$ cat config.mk
export PLATFORM = sky130hd
export DESIGN_NAME = ddout
export DESIGN_NICKNAME = d
export VERILOG_FILES = /design/src/rtl/ddout.sv
export SDC_FILE = /design/constraint.sdc
export NUM_CORES = 1
export LEC_CHECK = 0
export ABC_AREA = 1
export CORE_MARGIN = 2
export CORE_UTILIZATION = 52
export DETAILED_ROUTE_END_ITERATION = 8
export MAX_ROUTING_LAYER = met4
export PLACE_DENSITY_LB_ADDON = 0.15
export SLEW_MARGIN = 20
export SYNTH_ARGS = -nofsm -noshare
export SYNTH_HDL_FRONTEND = slang
export SYNTH_SLANG_ARGS = --single-unit
export TNS_END_PERCENT = 5
$ cat constraint.sdc
create_clock -name txclk_i -period 2.2 [get_ports txclk_i]
set_input_delay 0.44 -clock txclk_i [delete_from_list [all_inputs] [get_ports txclk_i]]
set_output_delay 0.44 -clock txclk_i [all_outputs]
set_load 0.05 [all_outputs]
$ cat src/rtl/ddout.sv
// MII transmit serializer: bytes enter a small ring FIFO and leave on txd_o
// low nibble first, with frame enable, underrun error and a fixed inter-frame gap.
module ddout #(
  parameter int DEPTH   = 4,
  parameter int IFG_NIB = 24
) (
  input  logic       txclk_i,
  input  logic       rst_n,
  input  logic       wr_i,
  input  logic [7:0] dat_i,
  input  logic       eof_i,
  input  logic       clr_i,
  output logic       rdy_o,
  output logic [3:0] txd_o,
  output logic       txen_o,
  output logic       txer_o,
  output logic       busy_o,
  output logic       unf_o,
  output logic       ovf_o
);

  localparam int AW = $clog2(DEPTH);
  localparam int CW = AW + 1;
  localparam int GW = $clog2(IFG_NIB + 1);
  localparam logic [CW-1:0] FULL   = CW'(DEPTH);
  localparam logic [GW-1:0] GAP_LD = GW'(IFG_NIB - 1);

  typedef enum logic [2:0] {IDLE, LO, HI, ERR, GAP} state_t;

  state_t          state;
  logic [8:0]      mem [DEPTH];
  logic [AW-1:0]   wp, rp;
  logic [CW-1:0]   count, eof_cnt;
  logic [GW-1:0]   gap;
  logic [8:0]      hold;
  logic [8:0]      head;
  logic            pop, wr_ok, eof_inc, eof_dec;

  assign head    = mem[rp];
  assign rdy_o   = (count != FULL);
  assign busy_o  = (state != IDLE);
  assign wr_ok   = wr_i && ((count != FULL) || pop);
  assign eof_inc = wr_ok && eof_i;
  assign eof_dec = pop && head[8];

  // Pops are decided from registered state only, so outputs never see inputs combinationally.
  always_comb begin
    pop = 1'b0;
    case (state)
      IDLE:    pop = (count == FULL) || (eof_cnt != '0);
      HI:      pop = !hold[8] && (count != '0);
      ERR:     pop = (count != '0);
      default: pop = 1'b0;
    endcase
  end

  always_ff @(posedge txclk_i) begin
    if (wr_ok) mem[wp] <= {eof_i, dat_i};
  end

  always_ff @(posedge txclk_i) begin
    if (!rst_n) begin
      state   <= IDLE;
      wp      <= '0;
      rp      <= '0;
      count   <= '0;
      eof_cnt <= '0;
      gap     <= '0;
      hold    <= '0;
      txd_o   <= '0;
      txen_o  <= 1'b0;
      txer_o  <= 1'b0;
      unf_o   <= 1'b0;
      ovf_o   <= 1'b0;
    end else begin
      if (wr_ok) wp <= wp + 1'b1;
      if (pop)   rp <= rp + 1'b1;

      case ({wr_ok, pop})
        2'b10:   count <= count + 1'b1;
        2'b01:   count <= count - 1'b1;
        default: count <= count;
      endcase

      case ({eof_inc, eof_dec})
        2'b10:   eof_cnt <= eof_cnt + 1'b1;
        2'b01:   eof_cnt <= eof_cnt - 1'b1;
        default: eof_cnt <= eof_cnt;
      endcase

      // Clear first so a same-cycle set below wins.
      if (clr_i) begin
        unf_o <= 1'b0;
        ovf_o <= 1'b0;
      end
      if (wr_i && !wr_ok) ovf_o <= 1'b1;

      case (state)
        IDLE: begin
          if (pop) begin
            hold   <= head;
            txd_o  <= head[3:0];
            txen_o <= 1'b1;
            state  <= LO;
          end
        end
        LO: begin
          txd_o <= hold[7:4];
          state <= HI;
        end
        HI: begin
          if (hold[8]) begin
            txen_o <= 1'b0;
            txd_o  <= '0;
            gap    <= GAP_LD;
            state  <= GAP;
          end else if (count != '0) begin
            hold  <= head;
            txd_o <= head[3:0];
            state <= LO;
          end else begin
            txer_o <= 1'b1;
            txd_o  <= '0;
            unf_o  <= 1'b1;
            state  <= ERR;
          end
        end
        ERR: begin
          // Flush the rest of the broken frame up to and including its eof byte.
          if (pop && head[8]) begin
            txen_o <= 1'b0;
            txer_o <= 1'b0;
            gap    <= GAP_LD;
            state  <= GAP;
          end
        end
        GAP: begin
          if (gap == '0) state <= IDLE;
          else           gap   <= gap - 1'b1;
        end
        default: state <= IDLE;
      endcase
    end
  end

endmodule

==> reports/summary.txt <==
final count of hold timing violations -> 0
Post-Route Hold Slack -> 0.437 ns
I/O pin total -> 23
final number of setup-violating endpoints -> 0
critical path startpoint category -> register
maximum clock insertion buffer count -> 2
Routed WL per cell -> 13.1 um
Crit path top cell by count -> nand2_2
width of the die -> 81.7 um
static power due to leakage -> 1.58 nW
clock net sink count -> 69
post-route cell area -> 0.00387 mm^2
count of pins over their slew limit -> 0
initial antenna violation count -> 0
number of port buffers -> 22
via count of the first global-routing pass -> 2,141
required time at the endpoint of the critical path -> 2.48 ns
antenna viol nets, final -> 0
CTS Root Cell -> clkbuf_8
detailed-route wire length -> 6.29 mm
power per unit of standard cell area -> 1390 mW/mm^2
Cell Count, Final, Fillers Out -> 479
final total power -> 5.38 mW
placed cell area -> 0.00355 mm^2
via/cell ratio -> 5.04
DR iter-0 viols -> 98
placer congestion estimate -> 0.823
outcome -> complete, no violations
minimum clock period after layout -> 2.16 ns
Area growth, synth to finish -> 23.3%
Synth cell types -> 30
complex-gate fraction of the synthesized area -> 12.5%
drt first pass iters -> 4
clock slew seen by the registers of the worst setup and hold paths -> 0.08 ns
worst min-delay path class -> register to register
Worst VDD drop -> 642 uV
Die Area -> 0.00667 mm^2
die height -> 81.7 um
number of buffer and inverter stages on the critical path -> 3
cell class contributing the biggest share of worst-path delay -> simple AND/OR/NAND/NOR gates
data arrival time of the worst path -> 2.44 ns
simple-gate portion of the synthesized area -> 20.3%
H-tree depth reported by CTS -> 3
max incr delay on CP -> 0.39 ns
number of hold-repair buffers added at the cts stage -> 0
global router's overall resource usage -> 20.9%
mux cell area share after synthesis -> 0%
maxcap violations -> 0
Critical Path Sink Type -> register
number of nets in the synthesized netlist -> 373
clock insertion delay at the later pin of the skew report -> 0.35 ns
crit-path cells -> inv_2 -> nand2_2 -> nor2_2 -> nand2_2 -> nand2_4 -> inv_2 -> nand2_2 -> nand2_4 -> inv_2 -> nand2_2 -> ha_4 -> fa_2 -> a21oi_2 -> o21a_1 -> o21ai_1 -> a21oi_1
gate count of the mapped netlist -> 350
dominant combinational cell family by area after synthesis -> simple AND/OR/NAND/NOR gates
highest achievable clock rate -> 0.462 GHz
crit path max-delay cell type -> fa_2
number of clock buffers inserted by TritonCTS -> 9
unrepaired setup endpoints after global routing -> true
worst clock skew -> 0.00908 ns
layout cell share with drive strength beyond 1 -> 20.5%
Cell Count Post-Placement -> 456
Post-Synth XOR/XNOR Area -> 0%
number of synthesized register bits -> 69
via count of the routed design -> 2,416
DRC violation count after routing -> 0
Synth Area per Inst -> 8.97 um^2
Tightest Pin Transition -> 0.492 ns
Syn Std Cell Area -> 0.00314 mm^2
final worst-path cycle share -> 98.3%
core region area -> 0.00589 mm^2
type of the worst setup path -> register to register
num rows -> 28
pin count of the biggest net entering global routing -> 23
number of nets in the layout -> 422
CTS tree -> yes
count of yosys warnings during synthesis -> 0
Starting Density -> 53.3%
proportion of synthesized chip area in sequential cells -> 55.5%
antenna diode instance count -> 0
wire length of the first global-routing pass -> 9.98 mm
post-synthesis share of cell area spent on full adders, half adders and majority gates -> 4.46%
maximum fanout along the worst path -> 5
worst max-slew margin expressed relative to the limit -> 67.1%
aggregate global routing overflow -> 0
post-detailed-placement half-perimeter wirelength -> 4.37 mm
==> cells in the mapped netlist (all sizes together) <==
cell type  instances  share of area [%]
nor2              67                8.3
nand2             50                6.9
inv               45                5.5
o21ai             37                5.9
edfxtp            36                 34
dfxtp             33                 21
a21oi             27                4.7
nand3             12                2.6
ha                 8                3.2
nor3               8                1.3
buf                7                1.5
nand4              6                1.2
o22ai              5                1.0
clkbuf             2               0.24
fa                 2                1.3
a31oi              1               0.20
clkinv             1               0.12
o211ai             1               0.24
o21a               1               0.24
o31ai              1               0.24
==> final timing paths <==
check | start | to | slack [ns] | depth (start not counted)
setup / recovery | state[2] | eof_cnt[2] | 0.04 | 16
hold / removal | eof_cnt[2] | eof_cnt[2] | 0.44 | 1
setup reg to reg | state[2] | eof_cnt[2] | 0.04 | 16
hold reg to reg | eof_cnt[2] | eof_cnt[2] | 0.44 | 1
==> layer usage <==
layer | vias to the layer above | wire (um) | track usage (%)
li1 | 1263 | - | -
met1 | 1095 | 2930 | 26.5
met2 | 48 | 3020 | 33.4
met3 | 10 | 256 | 4.95
met4 | 0 | 88 | 7.00
met5 | - | 0 | -
==> layout by cell type, fill, tap and decap left out, drive strengths merged <==
master and instances:
edfxtp 36, inv 49, o31ai 1, bufinv 2, o22ai 5, dfxtp 33
nand3 12, nand4 6, buf 26, nor3 8, o21ai 37, a21oi 27
nor2 67, a31oi 1, nand2 50, clkinv 2, fa 2, ha 8
o21a 1, clkbuf 9, clkdlybuf4s50 21, o211ai 1
==> power breakdown <==
| group | internal, mW | leakage (nW) | switching [mW] |
|---|---|---|---|
| Clock | 0.656 | 0.115 | 0.526 |
| Combinational | 0.949 | 0.856 | 1.47 |
| Sequential | 1.63 | 0.604 | 0.153 |
==> cell type report <==
| cell class | count | area [um^2] |
|---|---|---|
| clock buffers | 9 | 124 |
| clock inverters | 7 | 104 |
| flip-flops and latches | 69 | 1750 |
| repair buffers | 47 | 405 |
| fillers | 487 | 2020 |
| well taps | 75 | 93.8 |
| inverters | 46 | 175 |
| multi-input cells | 226 | 1220 |
==> repair_timing <==
item / 4_1_cts / 5_1_grt
pin swaps: 0 / 8
endpoints found under the setup margin: 2 / 4
resized for setup: 3 / 16
gates cloned: 0 / 0
setup buffers: 0 / 7
==> sequential cells by signal, indices dropped and copies added (netlist names), named ones only <==
signal and flops:
count 3, txer_o 1, state 3, txd_o 4
wp 2, txen_o 1, eof_cnt 3, unf_o 1
hold 5, mem 36, gap 5, ovf_o 1
rp 2
==> stage by stage <==
step / TNS [ns] / utilization [%] / setup WS, ns
2_1_floorplan: 0 / - / 0.0236
3_3_place_gp: 0 / 60.4 / 0.0171
3_5_place_dp: -0.0904 / 60.4 / -0.0811
4_1_cts: -0.0115 / 64.3 / -0.0115
5_1_grt: -0.223 / 65.8 / -0.159
6_report: 0 / 65.8 / 0.0365
==> cell families (layout without fill, tap and decap cells) <==
logic type,count (synthesis),in the layout
fa+ha+maj,10,10
simple gates,143,143
compound gates,73,73
buf+inv,55,109
flops,69,69
No activity file was read; power rests on OpenSTA's default activity.
